`config.mk`:
```
export PLATFORM = sky130hd
export DESIGN_NAME = pio_edge_irq_gen2_flat
export DESIGN_NICKNAME = d
export VERILOG_FILES = /design/src/rtl/pio_edge_irq_gen2_if.sv /design/src/rtl/pio_edge_irq_gen2.sv /design/src/flat_wrapper.sv
export SDC_FILE = /design/constraint.sdc
export NUM_CORES = 1
export LEC_CHECK = 0
export BUFFER_PORTS_ARGS = -buffer_cell sky130_fd_sc_hd__buf_2
export CAP_MARGIN = 10
export CORE_MARGIN = 2
export CORE_UTILIZATION = 54
export DETAILED_ROUTE_END_ITERATION = 8
export PLACE_DENSITY = 0.77
export SKIP_LAST_GASP = 1
export SLEW_MARGIN = 20
export SYNTH_ARGS = -nofsm -noshare
export SYNTH_HDL_FRONTEND = slang
export SYNTH_SLANG_ARGS = --single-unit
```
`constraint.sdc`:
```
create_clock -name clk -period 1.95 [get_ports clk]
set_input_delay 0.195 -clock clk [delete_from_list [all_inputs] [get_ports clk]]
set_output_delay 0.195 -clock clk [all_outputs]
set_load 0.005 [all_outputs]
```
`src/rtl/pio_edge_irq_gen2_if.sv`:
```
// Avalon-MM slave bus bundle for the edge-capture PIO interrupt block.
// The level interrupt travels with the bus so one interface connects the slave to the Nios.
interface pio_edge_irq_gen2_if;
    logic [2:0]  address;
    logic        chipselect;
    logic        write_n;
    logic [31:0] writedata;
    logic [31:0] readdata;
    logic        irq;

    modport master (
        output address, chipselect, write_n, writedata,
        input  readdata, irq
    );

    modport slave (
        input  address, chipselect, write_n, writedata,
        output readdata, irq
    );
endinterface

```
`src/rtl/pio_edge_irq_gen2.sv`:
```
// Edge-capture PIO interrupt slave: synchronizes and debounces inputs, captures
// selected rising/falling edges into a W1C register and raises a masked level irq.
module pio_edge_irq_gen2 #(
    parameter int unsigned WIDTH       = 8,
    parameter int unsigned SYNC_STAGES = 2,
    parameter int unsigned DB_W        = 8,
    parameter int unsigned DB_RESET    = 0
) (
    input  logic                 clk,
    input  logic                 reset_n,
    input  logic [WIDTH-1:0]     in_port,
    pio_edge_irq_gen2_if.slave   bus
);

    localparam logic [2:0] ADDR_DATA     = 3'd0;
    localparam logic [2:0] ADDR_RISE_EN  = 3'd1;
    localparam logic [2:0] ADDR_IRQ_MASK = 3'd2;
    localparam logic [2:0] ADDR_CAPTURE  = 3'd3;
    localparam logic [2:0] ADDR_FALL_EN  = 3'd4;
    localparam logic [2:0] ADDR_DEBOUNCE = 3'd5;
    localparam logic [2:0] ADDR_PENDING  = 3'd6;

    function automatic logic [31:0] zext_bits(input logic [WIDTH-1:0] v);
        return 32'(v);
    endfunction

    function automatic logic [31:0] zext_db(input logic [DB_W-1:0] v);
        return 32'(v);
    endfunction

    logic             wr_en;
    logic [WIDTH-1:0] wr_bits;
    logic             unused_wdata;

    logic [WIDTH-1:0] sync_p [SYNC_STAGES];
    logic [WIDTH-1:0] sync_out;
    logic [DB_W-1:0]  cnt [WIDTH];
    logic [WIDTH-1:0] stable;
    logic [WIDTH-1:0] prev;

    logic [WIDTH-1:0] rise_en;
    logic [WIDTH-1:0] fall_en;
    logic [WIDTH-1:0] irq_mask;
    logic [WIDTH-1:0] capture;
    logic [DB_W-1:0]  debounce;

    logic [WIDTH-1:0] rise_evt;
    logic [WIDTH-1:0] fall_evt;
    logic [WIDTH-1:0] clr_bits;

    assign wr_en        = bus.chipselect & ~bus.write_n;
    assign wr_bits      = bus.writedata[WIDTH-1:0];
    assign unused_wdata = ^bus.writedata;

    // Input synchronizer chain
    always_ff @(posedge clk or negedge reset_n) begin
        if (!reset_n) begin
            for (int s = 0; s < int'(SYNC_STAGES); s++) sync_p[s] <= '0;
        end else begin
            sync_p[0] <= in_port;
            for (int s = 1; s < int'(SYNC_STAGES); s++) sync_p[s] <= sync_p[s-1];
        end
    end

    assign sync_out = sync_p[SYNC_STAGES-1];

    // Debounce: stable adopts sync_out once it has disagreed for D+1 consecutive clocks.
    // The >= compare lets a shrinking DEBOUNCE release a counter already past it.
    always_ff @(posedge clk or negedge reset_n) begin
        if (!reset_n) begin
            stable <= '0;
            for (int b = 0; b < int'(WIDTH); b++) cnt[b] <= '0;
        end else begin
            for (int b = 0; b < int'(WIDTH); b++) begin
                if (sync_out[b] == stable[b]) begin
                    cnt[b] <= '0;
                end else if (cnt[b] >= debounce) begin
                    stable[b] <= sync_out[b];
                    cnt[b]    <= '0;
                end else begin
                    cnt[b] <= cnt[b] + 1'b1;
                end
            end
        end
    end

    // Edge detection on the debounced value
    always_ff @(posedge clk or negedge reset_n) begin
        if (!reset_n) prev <= '0;
        else          prev <= stable;
    end

    assign rise_evt = stable & ~prev & rise_en;
    assign fall_evt = ~stable & prev & fall_en;
    assign clr_bits = (wr_en && bus.address == ADDR_CAPTURE) ? wr_bits : '0;

    // Register file; a same-cycle event beats a W1C clear so no edge is lost
    always_ff @(posedge clk or negedge reset_n) begin
        if (!reset_n) begin
            rise_en  <= '0;
            fall_en  <= '0;
            irq_mask <= '0;
            capture  <= '0;
            debounce <= DB_W'(DB_RESET);
        end else begin
            capture <= (capture & ~clr_bits) | rise_evt | fall_evt;
            if (wr_en) begin
                case (bus.address)
                    ADDR_RISE_EN:  rise_en  <= wr_bits;
                    ADDR_IRQ_MASK: irq_mask <= wr_bits;
                    ADDR_FALL_EN:  fall_en  <= wr_bits;
                    ADDR_DEBOUNCE: debounce <= bus.writedata[DB_W-1:0];
                    default: ;
                endcase
            end
        end
    end

    // Registered read mux, one cycle latency regardless of chipselect
    always_ff @(posedge clk or negedge reset_n) begin
        if (!reset_n) begin
            bus.readdata <= '0;
        end else begin
            case (bus.address)
                ADDR_DATA:     bus.readdata <= zext_bits(stable);
                ADDR_RISE_EN:  bus.readdata <= zext_bits(rise_en);
                ADDR_IRQ_MASK: bus.readdata <= zext_bits(irq_mask);
                ADDR_CAPTURE:  bus.readdata <= zext_bits(capture);
                ADDR_FALL_EN:  bus.readdata <= zext_bits(fall_en);
                ADDR_DEBOUNCE: bus.readdata <= zext_db(debounce);
                ADDR_PENDING:  bus.readdata <= zext_bits(capture & irq_mask);
                default:       bus.readdata <= '0;
            endcase
        end
    end

    assign bus.irq = |(capture & irq_mask);

endmodule

```
`src/flat_wrapper.sv`:
```
// flat-port wrapper written by rule: the top's interface ports become plain ports
module pio_edge_irq_gen2_flat 
#(
    parameter int unsigned WIDTH       = 8,
    parameter int unsigned SYNC_STAGES = 2,
    parameter int unsigned DB_W        = 8,
    parameter int unsigned DB_RESET    = 0
)
  (clk, reset_n, in_port, bus_address, bus_chipselect, bus_write_n, bus_writedata, bus_readdata, bus_irq);
  pio_edge_irq_gen2_if bus_i ();
  input  logic clk;
  input  logic reset_n;
  input  logic [WIDTH-1:0] in_port;
  input wire logic [$bits(bus_i.address)-1:0] bus_address;
  input wire logic [$bits(bus_i.chipselect)-1:0] bus_chipselect;
  input wire logic [$bits(bus_i.write_n)-1:0] bus_write_n;
  input wire logic [$bits(bus_i.writedata)-1:0] bus_writedata;
  output wire logic [$bits(bus_i.readdata)-1:0] bus_readdata;
  output wire logic [$bits(bus_i.irq)-1:0] bus_irq;
  assign bus_i.address = bus_address;
  assign bus_i.chipselect = bus_chipselect;
  assign bus_i.write_n = bus_write_n;
  assign bus_i.writedata = bus_writedata;
  assign bus_readdata = bus_i.readdata;
  assign bus_irq = bus_i.irq;
  pio_edge_irq_gen2 #(.WIDTH(WIDTH), .SYNC_STAGES(SYNC_STAGES), .DB_W(DB_W), .DB_RESET(DB_RESET)) u_core (.clk(clk), .reset_n(reset_n), .in_port(in_port), .bus(bus_i));
endmodule
```
==> results.yml, run 1 <==
status:
  status: "finished with violations"
  failed_checks: "setup timing"
finish:
  diodes: 0
  layout_commonest_cell: "dfrtp_1"
  nFillCells: 981
  fin_nets: 949
  layout_common_cells: "143 x dfrtp_1, 64 x ha_1, 55 x nand2_1, 38 x nor2_1, 38 x nand3_1"
  area_growth_pct: 22.0
  drive_gt1_share_pct: 22.2
grt:
  antenna_found_initial: 0
  grt_max_degree: 52
  grt_pass1_vias: 5982
  grt_pass1_wl_mm: 28.9
  gr-total-overflow: 0
  gr-usage-all-layers_pct: 23.2
min_path:
  hold_path.class: "in2reg"
  hold_depth: 3
  min_to: "u_core.debounce[1]"
  hp-start: "bus_writedata[1]"
yosys:
  syn_area_um2: 7840
  synth_edf_count: 0
  synth_flop_cell: "dfrtp_1"
  postSynthCellCount: 737
  synthArstFlopShare_pct: 100
  ys_types: 51
  yosysSeqAreaShare_pct: 46.0
  ys_warn_count: 0
  avgSynthCellArea_um2: 10.6
  synth-seq-cells: 144
sta:
  fin_skew_ns: 0.00879
  fin_crit_sh_pct: 102
  timing.fmax_mhz: 504
  rsz0062_at_grt: "yes"
  setup_viol: 7
  holdWs_ns: 0.0210
  finalHoldViolCount: 0
  setup_ws_ns: -0.0356
  worst_slew_pin_slew_ns: 0.541
  fin_crit_ns: 1.99
  relSlewSlack_pct: 63.8
  finalSetupTns_ns: -0.123
  timing.final.max_slew_violations: 0
power_and_ir_drop:
  peakVddDrop_v: 0.000751
  power_density_nw_per_um2: 1120
  power.switching_mw: 3.73
  clkPwrFrac_pct: 26.8
  p_int_mw: 7.00
  swShare_pct: 34.8
  leakage_nw: 4.46
  comb_power_share_pct: 34.2
  p_seq_share_pct: 39.0
critical_path:
  r2r_start: "u_core.debounce[1]"
  start_kind: "flop"
  r2r_cells: 8
  crit_type: "reg2reg"
  worst_setup_path_end_kind: "flop"
  critPathMaxFanout: 8
  arrival_ns: 2.32
  reg2reg_setup_slack_ns: -0.04
  timing.rr.end: "u_core.cnt[15]"
  required_ns: 2.28
floorplanning:
  std_cell_rows: 44
  die_y_um: 124
  start_util_pct: 54.6
  io_pins: 80
  fp.coreArea_um2: 14400
  die_area_um2: 15500
  die_x_um: 124
routing:
  drc: 0
  wl_per_cell_um: 18.0
  vias: 6057
  wl_mm: 18.4
  drt_iter0_markers: 580
  dr.pass1.iters: 5
  vias_per_cell: 5.90
  final_antenna_net_count: 0
clock_network:
  ctsHtreeMaxLevel: 4
  clk_latency_ns: 0.43
  cts_inserted_buffers: 17
  cts_buffer_depth: 2
  clkTransAtPathRegs_ns: 0.06
  cts_sinks: 144
  cts_root_buffer: "clkbuf_16"
  cts_tree: "yes"
place:
  gp_congestion: 0.888
  place.port_buffers: 31
  hpwlAfterDp_mm: 12.0
flow_run:
  drv_cap: 0
[what timing repair did]
item | CTS | global route
endpoints found under the hold margin | 56 | 0
hold buffers | 10 | 0
gates cloned | 0 | 4
pin swaps | 0 | 38
buffers inserted | 3 | 8
resized for setup | 9 | 62
endpoints found under the setup margin | 70 | 71
[metrics by stage]
stage | area (um^2) | std cells | util, % | setup WS [ns] | power (mW)
2_1_floorplan | 7930 | 760 | - | 0.143 | 6.12
3_3_place_gp | 8390 | 971 | 58.4 | -0.00794 | 6.93
3_5_place_dp | 8390 | 971 | 58.4 | -0.123 | 7.14
4_1_cts | 9080 | 1015 | 63.2 | -0.0394 | 10.2
5_1_grt | 9570 | 1026 | 66.6 | -0.124 | 11.4
6_report | 9570 | 1026 | 66.6 | -0.0356 | 10.7
[critical path, cell delays in order (launching register included)]
cell      delay [ns]
dfrtp_1         0.39
inv_2           0.12
buf_12          0.15
ha_1            0.24
nor2b_1         0.14
o211ai_1        0.30
a31oi_2         0.17
buf_6           0.18
nor3_1          0.19
[power groups by stage]
stage / sequential [mW] / clock [mW] / combinational [mW]
floorplan: 4.02 / 0 / 2.10
global placement: 4.15 / 0 / 2.78
detailed placement: 4.20 / 0 / 2.94
CTS: 4.16 / 2.92 / 3.09
global route: 4.26 / 3.06 / 4.02
finish: 4.19 / 2.87 / 3.67
[kinds of logic (layout without fill, tap and decap cells)]
logic type | count (synthesis) | count (layout) | synth area share (%)
simple gates | 231 | 231 | 15.0
compound gates | 144 | 147 | 13.8
flops | 144 | 144 | 46.0
fa+ha+maj | 72 | 72 | 11.5
buf+inv | 72 | 151 | 4.88
xor+xnor | 56 | 56 | 6.26
mux | 17 | 17 | 2.59
other cells | 1 | 24 | 0.0478
[synthesized netlist by cell type (all sizes together), types with 11 or more instances]
library cell	number	area share [%]
o211ai	18	1.7
dfrtp	144	46
xor2	36	4.0
nor3	28	1.8
nand3	38	2.4
o21ai	48	3.4
nand2b	11	1.3
xnor2	20	2.2
and3	20	1.6
nand2	59	2.8
a21oi	19	1.2
inv	36	1.7
buf	33	3.0
ha	72	11
nor2	41	2.0
[layout make-up]
type,instances,area (um^2),share of cell area [%]
tap,184,230,2.41
multi-input combinational,547,4380,45.8
clock inverter,6,33.8,0.353
inverter,36,139,1.45
sequential,144,3600,37.7
clock buffer,25,485,5.07
timing repair buffer,84,692,7.23
[flip-flops by register name, summed over array words and instances, names as in the netlist]
register	count
u_core.irq_mask	8
u_core.bus.readdata	8
u_core.sync_p	8
u_core.capture	8
u_core.prev	8
u_core.fall_en	8
u_core.cnt	64
u_core.stable	8
u_core.sync_out	8
u_core.debounce	8
u_core.rise_en	8
[how the worst max path moves through the flow]
stage	start	end	slack, ns	cells after the start
2_1_floorplan	u_core.debounce[0]	u_core.stable[0]	0.14	5
3_3_place_gp	u_core.debounce[0]	u_core.stable[2]	-0.008	5
3_5_place_dp	u_core.debounce[5]	u_core.cnt[19]	-0.12	7
4_1_cts	u_core.debounce[5]	u_core.cnt[19]	-0.04	8
5_1_grt	u_core.debounce[1]	u_core.cnt[14]	-0.12	8
6_report	u_core.debounce[1]	u_core.cnt[15]	-0.04	8
[metal layers]
metal  share of wire, %  track usage (%)  up-vias
met1                 43             28.9     3042
li1                   -                -     2787
met2                 50             38.9      183
met5                  0                0        -
met3                4.2             5.07       45
met4                3.0             10.1        0
Note: power is estimated with default switching activity, not from simulation.
==> run 2: changes to the inputs <==
--- a/config.mk
+++ b/config.mk
@@ -5,6 +5,7 @@
 export SDC_FILE = /design/constraint.sdc
 export NUM_CORES = 1
 export LEC_CHECK = 0
+export ABC_AREA = 1
 export BUFFER_PORTS_ARGS = -buffer_cell sky130_fd_sc_hd__buf_2
 export CAP_MARGIN = 10
 export CORE_MARGIN = 2
==> run 2 against run 1 <==
The run now ends clean; critical path type unchanged; register-to-register slack better by 0.25 ns; global-route usage down 0.61 points; count of clock-buffer cells in the layout down 3; via count up 1.8%; clock skew about the same; sequential share of layout area up 1.9 points; clock power up 18%.
==> results.yml, run 2 <==
yosys:
  avgSynthCellArea_um2: 8.51
  ys_types: 28
  yosysTopAreaCell: "dfrtp_1"
  yosysTopAreaCellShare_pct: 46.0
  synth_common_cells: "226 x nand2_1, 144 x dfrtp_1, 132 x nor2_1, 99 x inv_1, 72 x ha_1"
  synth_edf_count: 0
  postSynthCellCount: 920
  ys_warn_count: 0
  synth.most_common_cell: "nand2_1"
  syn_area_um2: 7830
  synth_flop_cell: "dfrtp_1"
  synthArstFlopShare_pct: 100
  yosysSeqAreaShare_pct: 46.0
  synth.area.top_cells: "dfrtp_1 46%, ha_1 11%, nand2_1 11%, nor2_1 6.3%, inv_1 4.7%"
  synth-seq-cells: 144
clock_network:
  cts_tree: "yes"
  hold_buffers: 9
  post_cts_buffers: 0
  cts_sinks: 144
  clkTransAtPathRegs_ns: 0.06
  cts_inserted_buffers: 17
  clk_latency_ns: 0.43
  ctsResizeCount: 0
  ctsHtreeMaxLevel: 4
  cts_buffer_depth: 2
  cts_root_buffer: "clkbuf_16"
sta:
  fin_crit_ns: 1.74
  timing.final.max_slew_violations: 0
  rsz0062_at_grt: "no"
  setup_viol: 0
  finalSetupTns_ns: 0
  setup_ws_ns: 0.214
  holdWs_ns: 0.0293
  finalHoldViolCount: 0
  timing.fmax_mhz: 576
  fin_skew_ns: 0.00857
  fin_crit_sh_pct: 89.0
finish:
  fin_nets: 1126
  final_cells: 1203
  largest-register: "u_core.cnt"
  layout_commonest_cell: "nand2_1"
  diodes: 0
  nFillCells: 1192
  area_growth_pct: 16.3
  drive_gt1_share_pct: 10.5
  layout_common_cells: "226 x nand2_1, 144 x dfrtp_1, 132 x nor2_1, 99 x inv_1, 72 x ha_1"
  design_area_um2: 9110
  final_util_pct: 63.4
  largest_reg_flops: 64
grt:
  antenna_found_initial: 0
  gr-usage-all-layers_pct: 22.6
  gr-total-overflow: 0
  grt_max_degree: 55
  grt_pass1_wl_mm: 28.1
  grt_pass1_vias: 5956
critical_path:
  r2r_start: "u_core.debounce[7]"
  cp_num_cells: 8
  r2r_cells: 8
  cpPeakStageDelay_ns: 0.36
  worst_setup_path_end_kind: "flop"
  crit_chain: "inv_1, buf_4, ha_1, a21o_1, nor2_1, nand3_1, buf_4, nor2_1"
  required_ns: 2.30
  arrival_ns: 2.09
  crit_family: "buffers and inverters"
  reg2reg_setup_slack_ns: 0.21
  timing.rr.end: "u_core.cnt[46]"
  crit_type: "reg2reg"
  critical_path_buf_inv_count: 3
  crit_path_start: "u_core.debounce[7]"
  cpMaxStageDelayCell: "dfrtp_1"
  critPathMaxFanout: 8
  start_kind: "flop"
  critPathCapture: "u_core.cnt[46]"
power_and_ir_drop:
  swShare_pct: 32.7
  comb_power_share_pct: 27.1
  clkPwrFrac_pct: 32.9
  p_seq_share_pct: 39.9
  peakVddDrop_v: 0.000728
  power.switching_mw: 3.37
  leakage_nw: 4.77
  p_int_mw: 6.93
  power_density_nw_per_um2: 1130
  p_total_mw: 10.3
routing:
  vias: 6167
  wl_per_cell_um: 13.6
  final_antenna_net_count: 0
  drt_iter0_markers: 364
  drc: 0
  dr.pass1.iters: 6
  vias_per_cell: 5.13
  wl_mm: 16.4
floorplanning:
  fp.coreArea_um2: 14400
  die_area_um2: 15500
  die_y_um: 124
  die_x_um: 124
  io_pins: 80
  std_cell_rows: 44
  start_util_pct: 54.5
place:
  preCtsSetupSlack_ns: 0.214
  place_area_um2: 8400
  post-place-cells: 1163
  hpwlAfterDp_mm: 11.4
  gp_congestion: 0.852
  place.port_buffers: 31
flow_run:
  drv_cap: 0
min_path:
  hold_path.class: "in2reg"
status:
  status: "complete, no violations"
## run 2: worst min-delay path: cells and delay by family
family | cells | cell delay [ns]
AOI/OAI and AO/OA | 1 | 0.06
buffers and inverters | 1 | 0.11
and+or+nand+nor | 1 | 0.05
## run 2: layout make-up
cell class | instances | area, um^2 | area share [%]
clock buffers | 22 | 494 | 5.42
clock inverters | 9 | 130 | 1.43
inverters | 102 | 383 | 4.20
multi-input cells | 669 | 3710 | 40.7
flip-flops and latches | 144 | 3600 | 39.5
well taps | 184 | 230 | 2.53
repair buffers | 73 | 562 | 6.17
## run 2: per-layer routing
| metal | GRT usage [%] | vias to the layer above | share of wire [%] |
|---|---|---|---|
| met1 | 28.7 | 2900 | 43 |
| li1 | - | 3072 | - |
| met4 | 10.4 | 0 | 3.6 |
| met2 | 37.5 | 160 | 48 |
| met3 | 4.21 | 35 | 4.9 |
| met5 | 0 | - | 0 |
## run 2: cells by family (layout without fill, tap and decap cells)
group,Yosys count,after routing,share of synthesized area [%]
AOI/OAI and AO/OA,83,83,5.85
xor gates and xnor gates,49,49,5.48
adders and majority gates,72,72,11.5
buffers and inverters,130,206,7.76
DFF,144,144,46.0
other,1,24,0.0479
and+or+nand+nor,441,441,23.4
## run 2: power by group through the flow
stage / Combinational [mW] / Sequential, mW / Clock (mW)
after floorplan: 1.82 / 4.02 / 0
after global placement: 2.62 / 4.13 / 0
after detailed placement: 2.74 / 4.15 / 0
after CTS: 2.83 / 4.10 / 3.43
after global routing: 3.28 / 4.19 / 3.60
final: 2.79 / 4.11 / 3.39
## run 2: worst min-delay path by stage
| stage | startpoint | to | slack [ns] | depth (start not counted) |
|---|---|---|---|---|
| after global placement | reset_n | u_core.debounce[0] | 0.12 | 1 |
| after floorplan | reset_n | u_core.bus.readdata[0] | -0.10 | 0 |
| after CTS | bus_writedata[5] | u_core.debounce[5] | 0.02 | 3 |
| after detailed placement | reset_n | u_core.debounce[0] | 0.12 | 1 |
| after global routing | bus_writedata[5] | u_core.debounce[5] | 0.03 | 3 |
| final | bus_writedata[3] | u_core.debounce[3] | 0.03 | 3 |
==> run 3: changes to the inputs <==
--- a/config.mk
+++ b/config.mk
@@ -6,12 +6,14 @@
 export NUM_CORES = 1
 export LEC_CHECK = 0
 export ABC_AREA = 1
-export BUFFER_PORTS_ARGS = -buffer_cell sky130_fd_sc_hd__buf_2
 export CAP_MARGIN = 10
+export CORE_ASPECT_RATIO = 0.75
 export CORE_MARGIN = 2
-export CORE_UTILIZATION = 54
+export CORE_UTILIZATION = 58
 export DETAILED_ROUTE_END_ITERATION = 8
-export PLACE_DENSITY = 0.77
+export DONT_BUFFER_PORTS = 1
+export MAX_ROUTING_LAYER = met4
+export PLACE_DENSITY = 0.76
 export SKIP_LAST_GASP = 1
 export SLEW_MARGIN = 20
 export SYNTH_ARGS = -nofsm -noshare
==> run 3 against run 2 <==
The flow now finishes with violations (hold timing); count of clock-buffer cells in the layout is 3 lower; combinational power shrank 9.0%; flip-flop and latch count did not move; critical path type unchanged.
==> results.yml, run 3 (synthesized netlist as in run 2, its figures left out) <==
critical_path:
  critPathMaxFanout: 8
  start_kind: "flop"
  worst_setup_path_end_kind: "flop"
  arrival_ns: 2.12
  required_ns: 2.29
  r2r_cells: 7
  crit_type: "reg2reg"
floorplanning:
  die_area_um2: 14500
  fp.coreArea_um2: 13100
  io_pins: 80
  std_cell_rows: 36
  start_util_pct: 59.8
  die_y_um: 105
  die_x_um: 138
place:
  hpwlAfterDp_mm: 11.0
  gp_congestion: 0.865
  preCtsSetupSlack_ns: 0.0601
  post-place-cells: 1102
  place.port_buffers: 0
finish:
  area_growth_pct: 12.6
  final_cells: 1148
  nFillCells: 990
  largest_reg_flops: 64
  diodes: 0
  fin_nets: 1085
  multi_input_area_um2: 3750
  layout_commonest_cell: "nand2_1"
  register_area_um2: 3600
  largest-register: "u_core.cnt"
  drive_gt1_share_pct: 6.55
  layout_common_cells: "226 x nand2_1, 144 x dfrtp_1, 132 x nor2_1, 98 x inv_1, 72 x ha_1"
clock_network:
  post_cts_buffers: 0
  clkTransAtPathRegs_ns: 0.06
  cts_inserted_buffers: 17
  hold_buffers: 16
  cts_root_buffer: "clkbuf_16"
  cts_buffer_depth: 2
  clk_latency_ns: 0.42
  ctsHtreeMaxLevel: 4
  cts_sinks: 144
  cts_tree: "yes"
sta:
  timing.final.max_slew_violations: 0
  worst_slew_pin_slew_ns: 0.536
  setup_viol: 0
  rsz0062_at_grt: "no"
  finalHoldViolCount: 144
  timing.fmax_mhz: 562
  fin_crit_ns: 1.78
  relSlewSlack_pct: 64.1
  finalSetupTns_ns: 0
  fin_skew_ns: 0.00909
  setup_ws_ns: 0.172
  holdWs_ns: -0.530
  fin_crit_sh_pct: 91.2
routing:
  vias: 5949
  wl_mm: 16.4
  final_antenna_net_count: 0
  drc: 0
  wl_per_cell_um: 14.3
  dr.pass1.iters: 6
  vias_per_cell: 5.18
  drt_iter0_markers: 429
power_and_ir_drop:
  power_density_nw_per_um2: 1120
  p_seq_share_pct: 41.7
  leakage_nw: 4.57
  p_total_mw: 9.91
  p_int_mw: 6.62
  peakVddDrop_v: 0.000891
  power.switching_mw: 3.29
  comb_power_share_pct: 25.7
  swShare_pct: 33.2
  clkPwrFrac_pct: 32.7
grt:
  gr-total-overflow: 0
  grt_max_degree: 145
  antenna_found_initial: 0
  gr-usage-all-layers_pct: 24.6
  grt_pass1_wl_mm: 27.7
  grt_pass1_vias: 5728
min_path:
  hold_path.class: "in2async"
status:
  failed_checks: "hold timing"
  status: "finished with violations"
flow_run:
  drv_cap: 0
-- run 3: cell count changes in the layout (fill, tap and decap cells not counted), sizes merged --
| cell | change |
|---|---|
| dlygate4sd3 | +7 |
| clkbuf | -3 |
| clkinvlp | +2 |
| buf | -48 |
-- run 3: worst paths after layout --
path / from / slack (ns) / to
worst max-delay path: u_core.debounce[7] / 0.17 / u_core.cnt[45]
worst min-delay path: reset_n / -0.53 / u_core.cnt[20]
worst max register to register: u_core.debounce[7] / 0.17 / u_core.cnt[45]
worst min register to register: u_core.sync_p[8] / 0.35 / u_core.sync_out[0]
max in group asynchronous: reset_n / 2.20 / u_core.cnt[35]
min in group clk: bus_writedata[6] / 0.01 / u_core.fall_en[6]
-- run 3: final cells by class --
cell class,count,share of cell area [%]
clock buffers,19,5.02
clock inverters,11,1.60
inverters,102,4.34
multi-input cells,669,42.5
flip-flops and latches,144,40.8
well taps,171,2.42
repair buffers,32,3.32
-- run 3: through the flow --
step           instance area, um^2  hold WS (ns)  util, %
6_report                      8820        -0.530     67.3
4_1_cts                       8790        -0.536     67.0
5_1_grt                       8820        -0.541     67.3
3_3_place_gp                  8040       -0.0963     61.3
2_1_floorplan                 7920        -0.101        -
3_5_place_dp                  8040       -0.0954     61.3
-- run 3: per-layer routing --
layer | up-vias | track usage (%) | share of wire [%]
li1 | 2990 | - | -
met1 | 2770 | 33.8 | 46
met5 | - | - | 0
met4 | 0 | 7.36 | 1.5
met2 | 162 | 37.0 | 45
met3 | 27 | 5.59 | 7.1
-- run 3: worst max-delay path, stage by stage, from the launching register on --
cell	delay (ns)
dfrtp_1	0.36
inv_1	0.07
buf_4	0.18
ha_1	0.26
a21o_1	0.18
nor2_1	0.16
nand3_1	0.29
nor2_1	0.19
-- run 3: power groups by stage --
stage               clock (mW)  combinational [mW]  sequential [mW]
global route              3.42                3.00             4.21
floorplan                    0                1.82             4.02
global placement             0                2.35             4.14
CTS                       3.29                2.51             4.11
finish                    3.24                2.54             4.13
detailed placement           0                2.43             4.16
-- run 3: what timing repair did --
action / 4_1_cts / 5_1_grt
hold endpoints to repair: 165 / 144
endpoints found under the setup margin: 0 / 54
gates resized for setup: 0 / 8
